<file path="config.mk">
export PLATFORM = sky130hd
export DESIGN_NAME = i2s_dac_tx_flat
export DESIGN_NICKNAME = d
export VERILOG_FILES = /design/src/rtl/i2s_dac_tx_if.sv /design/src/rtl/i2s_dac_tx.sv /design/src/flat_wrapper.sv
export SDC_FILE = /design/constraint.sdc
export NUM_CORES = 1
export LEC_CHECK = 0
export ABC_AREA = 1
export BUFFER_PORTS_ARGS = -buffer_cell sky130_fd_sc_hd__buf_2
export CORE_MARGIN = 1.5
export CORE_UTILIZATION = 53
export CTS_CLUSTER_SIZE = 14
export DETAILED_ROUTE_END_ITERATION = 12
export HOLD_SLACK_MARGIN = 0.02
export PLACE_DENSITY = 0.77
export SYNTH_ARGS = -nofsm -noshare
export SYNTH_HDL_FRONTEND = slang
export SYNTH_SLANG_ARGS = --single-unit
</file>
<file path="constraint.sdc">
create_clock -name AUDIO_CLK -period 1.8 [get_ports AUDIO_CLK]
set_input_delay 0.27 -clock AUDIO_CLK [delete_from_list [all_inputs] [get_ports AUDIO_CLK]]
set_output_delay 0.27 -clock AUDIO_CLK [all_outputs]
set_load 0.005 [all_outputs]
</file>
<file path="src/rtl/i2s_dac_tx_if.sv">
// Sample-pair handshake between the synth voice mixer and the I2S DAC serializer.
// The mixer drives one stereo pair with s_valid; the serializer answers with s_ready.
interface i2s_dac_tx_if #(
    parameter int DATA_WIDTH = 24
);
    logic [DATA_WIDTH-1:0] s_left;
    logic [DATA_WIDTH-1:0] s_right;
    logic                  s_valid;
    logic                  s_ready;

    modport master (output s_left, output s_right, output s_valid, input s_ready);
    modport slave  (input s_left, input s_right, input s_valid, output s_ready);
endinterface

</file>
<file path="src/rtl/i2s_dac_tx.sv">
// Philips I2S transmitter: one-slot holding register, BCK/LRCK generation and MSB-first serializer.
// Optional underrun counter is enabled by defining I2S_DAC_UNDERRUN_CNT_EN.
module i2s_dac_tx #(
    parameter int DATA_WIDTH = 24,
    parameter int SLOT_BITS  = 32,
    parameter int BCK_DIV    = 3
) (
    input  logic       AUDIO_CLK,
    input  logic       iRST_N,
    i2s_dac_tx_if.slave s_if,
    input  logic       mute,
    output logic       sample_req,
    output logic       underrun,
    output logic       AUD_BCK,
    output logic       AUD_LRCK,
    output logic       AUD_DATA
`ifdef I2S_DAC_UNDERRUN_CNT_EN
    ,
    output logic [15:0] underrun_cnt,
    input  logic        underrun_clr
`endif
);

    localparam int PW   = $clog2(2 * SLOT_BITS);
    localparam int DIVW = (BCK_DIV > 1) ? $clog2(BCK_DIV) : 1;

    localparam logic [DIVW-1:0] DIV_LAST = DIVW'(BCK_DIV - 1);
    localparam logic [PW-1:0]   P_LAST   = PW'(2 * SLOT_BITS - 1);
    localparam logic [PW-1:0]   P_ONE    = PW'(1);
    localparam logic [PW-1:0]   P_SLOT   = PW'(SLOT_BITS);
    localparam logic [PW-1:0]   P_LEND   = PW'(DATA_WIDTH);
    localparam logic [PW-1:0]   P_RBEG   = PW'(SLOT_BITS + 1);
    localparam logic [PW-1:0]   P_REND   = PW'(SLOT_BITS + DATA_WIDTH);

    logic [DIVW-1:0]       r_div;
    logic                  r_bck;
    logic [PW-1:0]         r_p;
    logic                  r_lrck;
    logic                  r_data;
    logic                  r_ready;
    logic                  r_sampleReq;
    logic                  r_underrun;
    logic [DATA_WIDTH-1:0] r_holdL;
    logic [DATA_WIDTH-1:0] r_holdR;
    logic [DATA_WIDTH-1:0] r_shL;
    logic [DATA_WIDTH-1:0] r_shR;

    logic                  w_fall;
    logic                  w_load;
    logic                  w_xfer;
    logic [PW-1:0]         w_pNext;
    logic [DATA_WIDTH-1:0] w_loadL;
    logic [DATA_WIDTH-1:0] w_loadR;

    // The load and the handshake both look at the holding state from before this edge,
    // so a pair arriving in the load cycle is kept for the following frame.
    assign w_fall  = r_bck && (r_div == DIV_LAST);
    assign w_load  = w_fall && (r_p == P_LAST);
    assign w_xfer  = s_if.s_valid && r_ready;
    assign w_pNext = (r_p == P_LAST) ? '0 : r_p + P_ONE;
    assign w_loadL = (!r_ready && !mute) ? r_holdL : '0;
    assign w_loadR = (!r_ready && !mute) ? r_holdR : '0;

    always_ff @(posedge AUDIO_CLK or negedge iRST_N) begin
        if (!iRST_N) begin
            r_div <= '0;
            r_bck <= 1'b0;
        end else if (r_div == DIV_LAST) begin
            r_div <= '0;
            r_bck <= ~r_bck;
        end else begin
            r_div <= r_div + DIVW'(1);
        end
    end

    // Serializer: the MSB of each shift register goes out on the position after the LRCK edge.
    always_ff @(posedge AUDIO_CLK or negedge iRST_N) begin
        if (!iRST_N) begin
            r_p    <= '0;
            r_lrck <= 1'b0;
            r_data <= 1'b0;
            r_shL  <= '0;
            r_shR  <= '0;
        end else if (w_fall) begin
            r_p    <= w_pNext;
            r_lrck <= (w_pNext >= P_SLOT);
            r_data <= 1'b0;
            if (w_load) begin
                r_shL <= w_loadL;
                r_shR <= w_loadR;
            end else if ((w_pNext >= P_ONE) && (w_pNext <= P_LEND)) begin
                r_data <= r_shL[DATA_WIDTH-1];
                r_shL  <= r_shL << 1;
            end else if ((w_pNext >= P_RBEG) && (w_pNext <= P_REND)) begin
                r_data <= r_shR[DATA_WIDTH-1];
                r_shR  <= r_shR << 1;
            end
        end
    end

    always_ff @(posedge AUDIO_CLK or negedge iRST_N) begin
        if (!iRST_N) begin
            r_holdL     <= '0;
            r_holdR     <= '0;
            r_ready     <= 1'b1;
            r_sampleReq <= 1'b0;
            r_underrun  <= 1'b0;
        end else begin
            r_sampleReq <= w_load;
            r_underrun  <= w_load && r_ready;
            if (w_xfer) begin
                r_holdL <= s_if.s_left;
                r_holdR <= s_if.s_right;
                r_ready <= 1'b0;
            end else if (w_load && !r_ready) begin
                r_ready <= 1'b1;
            end
        end
    end

    assign s_if.s_ready = r_ready;
    assign sample_req   = r_sampleReq;
    assign underrun     = r_underrun;
    assign AUD_BCK      = r_bck;
    assign AUD_LRCK     = r_lrck;
    assign AUD_DATA     = r_data;

`ifdef I2S_DAC_UNDERRUN_CNT_EN
    logic [15:0] r_underrunCnt;

    // Clear takes priority over a coincident underrun pulse.
    always_ff @(posedge AUDIO_CLK or negedge iRST_N) begin
        if (!iRST_N) begin
            r_underrunCnt <= '0;
        end else if (underrun_clr) begin
            r_underrunCnt <= '0;
        end else if (r_underrun && (r_underrunCnt != 16'hFFFF)) begin
            r_underrunCnt <= r_underrunCnt + 16'd1;
        end
    end

    assign underrun_cnt = r_underrunCnt;
`endif

endmodule

</file>
<file path="src/flat_wrapper.sv">
// flat-port wrapper written by rule: the top's interface ports become plain ports
module i2s_dac_tx_flat 
#(
    parameter int DATA_WIDTH = 24,
    parameter int SLOT_BITS  = 32,
    parameter int BCK_DIV    = 3
)
  (AUDIO_CLK, iRST_N, mute, sample_req, underrun, AUD_BCK, AUD_LRCK, AUD_DATA, s_if_s_left, s_if_s_right, s_if_s_valid, s_if_s_ready);
  i2s_dac_tx_if #(.DATA_WIDTH(DATA_WIDTH)) s_if_i ();
  input  logic AUDIO_CLK;
  input  logic iRST_N;
  input  logic mute;
  output logic sample_req;
  output logic underrun;
  output logic AUD_BCK;
  output logic AUD_LRCK;
  output logic AUD_DATA;
  input wire logic [$bits(s_if_i.s_left)-1:0] s_if_s_left;
  input wire logic [$bits(s_if_i.s_right)-1:0] s_if_s_right;
  input wire logic [$bits(s_if_i.s_valid)-1:0] s_if_s_valid;
  output wire logic [$bits(s_if_i.s_ready)-1:0] s_if_s_ready;
  assign s_if_i.s_left = s_if_s_left;
  assign s_if_i.s_right = s_if_s_right;
  assign s_if_i.s_valid = s_if_s_valid;
  assign s_if_s_ready = s_if_i.s_ready;
  i2s_dac_tx #(.DATA_WIDTH(DATA_WIDTH), .SLOT_BITS(SLOT_BITS), .BCK_DIV(BCK_DIV)) u_core (.AUDIO_CLK(AUDIO_CLK), .iRST_N(iRST_N), .s_if(s_if_i), .mute(mute), .sample_req(sample_req), .underrun(underrun), .AUD_BCK(AUD_BCK), .AUD_LRCK(AUD_LRCK), .AUD_DATA(AUD_DATA));
endmodule
</file>
==> impl_metrics.env <==
export IMPL_hold_ws_ps=74.66
export IMPL_ctsRootBufferMaster="clkbuf_8"
export IMPL_finalSetupViolCount=0
export IMPL_cts_tree="done"
export IMPL_synth_mux_area_share_pct=0
export IMPL_setup_tns_final_ps=0
export IMPL_dp_hpwl_mm=7.114
export IMPL_clkTransAtPathRegs_ps=110
export IMPL_worstSkewPairLatency_ps=380
export IMPL_cts_sinks=110
export IMPL_fin_worst_skew_ps=12.95
export IMPL_max_freq_ghz=0.5602
export IMPL_finalCriticalPeriod_ps=1785
export IMPL_grtUsageTotal_pct=22.47
export IMPL_ys_warn_count=0
export IMPL_synth_seq_cells=110
export IMPL_fin_ws_ps=14.81
export IMPL_via_per_inst=5.131
export IMPL_fp_coreArea_mm2=0.009328
export IMPL_min_path_type="in -> reg"
export IMPL_vdd_drop_max_uv=568.5
export IMPL_maxSlewViolCount=0
export IMPL_die_area_mm2=0.01030
export IMPL_antenna_found_initial=0
export IMPL_rows=35
export IMPL_synth_top_family_by_area="simple AND/OR/NAND/NOR gates"
export IMPL_grt_pass1_vias=4068
export IMPL_end_kind="register"
export IMPL_grt_pass1_wl_mm=18.40
export IMPL_synth_xor_area_share_pct=0
export IMPL_start_util_pct=55.10
export IMPL_status="finished, final reports clean"
export IMPL_overflow=0
export IMPL_p_leak_uw=0.003146
export IMPL_yosysSeqAreaShare_pct=53.58
export IMPL_die_y_um=101.5
export IMPL_multi_input_area_mm2=0.002143
export IMPL_dpl_worst_slack_ps=-99.49
export IMPL_fillers=763
export IMPL_die_w_um=101.5
export IMPL_top_usage_layer="met2"
export IMPL_start_kind="register"
export IMPL_yosys_area_share_simple_pct=32.40
export IMPL_wl_mm=11.10
export IMPL_ys_types=28
export IMPL_wire_per_inst_um=13.33
export IMPL_whs_path_depth=3
export IMPL_cts_buffer_depth=2
export IMPL_worst_pin_slew_ps=449.0
export IMPL_slew_limit_headroom_pct=70.03
export IMPL_powerDensity_mw_per_mm2=839.8
export IMPL_period_share_pct=99.18
export IMPL_vias=4274
export IMPL_ant_nets=0
export IMPL_syn_cell_area_mm2=0.005140
export IMPL_grt_max_degree=46
export IMPL_dr_pass1_iters=4
export IMPL_syn_nets=695
export IMPL_num_nets_final=754
export IMPL_crit_required_ps=2070
export IMPL_postSynthAreaPerCell_um2=8.031
export IMPL_critPathArrivalTime_ps=2060
export IMPL_synthAdderAreaFrac_pct=0.7303
export IMPL_r2r_worst_path_cells=12
export IMPL_area_growth_synth_to_final_pct=17.11
export IMPL_first_iter_violations=236
export IMPL_cts_buffers=9
export IMPL_crit_path_max_fanout=11
export IMPL_drt_drc_violations_left=0
export IMPL_gp_congestion=0.8380
export IMPL_seq_area_mm2=0.002758
export IMPL_critical_path_class="reg -> reg"
export IMPL_grtUsageMet3_pct=3.727
export IMPL_drive_above_1_share_pct=20.60
export IMPL_cap_violations=0
export IMPL_io_buffers=57
export IMPL_use_met2_pct=38.20
export IMPL_synth_compound_area_share_pct=6.061
export IMPL_io_pins=58
export IMPL_postSynthCellCount=640
export IMPL_grt_use_met1_pct=30.11
export IMPL_finalHoldViolCount=0
export IMPL_rsz0062_at_grt="true"
export IMPL_htreeDepth=3
export IMPL_antennaDiodeCount=0
[placed cells by master (no fill, tap or decap), drive strengths merged]
cell,Yosys,layout
a21oi,5,5
buf,24,76
bufinv,0,1
clkbuf,8,12
clkinv,1,3
clkinvlp,0,1
dfrtp,109,109
dfstp,1,1
dlygate4sd3,0,1
ha,3,3
inv,40,42
nand2,327,328
nand3,53,53
nand4,3,3
nor2,9,9
o21ai,55,55
o21bai,1,1
or2,1,1
[worst paths after layout]
kind	startpoint	to	slack (ps)
setup reg to reg	u_core.r_p[0]$_DFFE_PN0P_	u_core.r_shL[13]$_DFFE_PN0P_	10
hold / removal	s_if_s_right[6]	u_core.r_holdR[6]$_DFFE_PN0P_	70
setup / recovery	u_core.r_p[0]$_DFFE_PN0P_	u_core.r_shL[13]$_DFFE_PN0P_	10
hold reg to reg	u_core.r_div[0]$_DFF_PN0_	u_core.r_div[0]$_DFF_PN0_	430
min in group asynchronous	iRST_N	u_core.AUD_DATA$_DFFE_PN0P_	380
max in group asynchronous	iRST_N	u_core.r_shL[19]$_DFFE_PN0P_	850
[per-layer routing]
| layer | share of wire [%] | wire length (um) | vias up |
|---|---|---|---|
| met5 | 0 | 0 | - |
| met4 | 1.6 | 174 | 0 |
| met3 | 5.3 | 584 | 17 |
| met2 | 50 | 5507 | 132 |
| met1 | 44 | 4836 | 2015 |
| li1 | - | - | 2110 |
[cells by family (layout without fill, tap and decap cells)]
kind of cell | Yosys count | count (layout)
flip-flops | 110 | 110
AO/OA/AOI/OAI | 61 | 61
AND/OR/NAND/NOR | 393 | 394
buffers and inverters | 73 | 136
adder cells (fa/ha/maj) | 3 | 3
[worst max-delay path, cell delays in order, from the launching register on]
cell and delay [ps]:
dfrtp_2 460, ha_4 190, nand2_4 100, inv_2 40
nand2_2 80, nand2_2 80, nor2_2 130, nand2_2 90
nand3_4 110, nand2_8 90, clkbuf_16 190, nand3_1 70
nand2_1 60
[synth_stat cells]
master      n  area (um^2)
buf_12      1        20.02
or2_0       1        6.260
nor2_1      7        26.28
nor2_4      1        11.26
o21bai_1    1        7.510
nor2_8      1        20.02
o21ai_0    39        195.2
clkinv_2    1        5.000
dfrtp_1   109         2728
inv_2       2        7.510
nand2_2    14        87.58
clkbuf_1    8        30.03
nand3_1    51        255.2
nand4_1     3        18.77
buf_6       8        90.09
a21oi_1     4        20.02
buf_1       3        11.26
dfstp_2     1        26.28
inv_4       1        6.260
buf_4       1        7.510
nand2_4     6        67.56
nand2_1   307         1152
inv_1      37        138.9
buf_2      11        55.05
nand3_2     2        20.02
o21ai_1    16        80.08
a21oi_2     1        8.760
ha_1        3        37.54
[sequential cells by signal, indices dropped and copies added, names as in the netlist]
name and count:
u_core.r_shL 24, u_core.r_holdR 24, u_core.AUD_LRCK 1, u_core.AUD_BCK 1
u_core.s_if.s_ready 1, u_core.AUD_DATA 1, u_core.r_holdL 24, u_core.sample_req 1
u_core.r_shR 24, u_core.r_div 2, u_core.underrun 1, u_core.r_p 6
[metrics by stage]
step                total power, uW  utilization, %  cell area, um^2  instances
CTS                            5091           62.82             5859        830
global route                   5303           64.53             6020        833
finish                         5055           64.53             6020        833
floorplan                      3306               -             5140        640
detailed placement             3583           59.99             5595        810
global placement               3537           59.99             5595        810
[final cells by class]
class	count	area share, %
well taps	129	2.681
clock buffers	10	2.120
multi-input cells	458	35.61
repair buffers	79	9.873
flip-flops and latches	110	45.81
inverters	41	2.723
clock inverters	6	1.185
[repair_timing]
action / in CTS / in global routing
pin swaps: 0 / 3
buffers inserted: 3 / 0
endpoints found under the hold margin: 28 / 0
hold buffers: 1 / 0
endpoints found under the setup margin: 48 / 48
cloned: 0 / 3
gates resized for setup: 7 / 27
[where the power goes]
part | internal [uW] | total, uW | leakage, uW | switching, uW
registers | 2820 | 2980 | 0.00123 | 160
logic | 205 | 549 | 0.00182 | 344
clock network | 660 | 1520 | 0.0000988 | 862
total | 3690 | 5060 | 0.00315 | 1370
(Power assumes the default switching activity.)
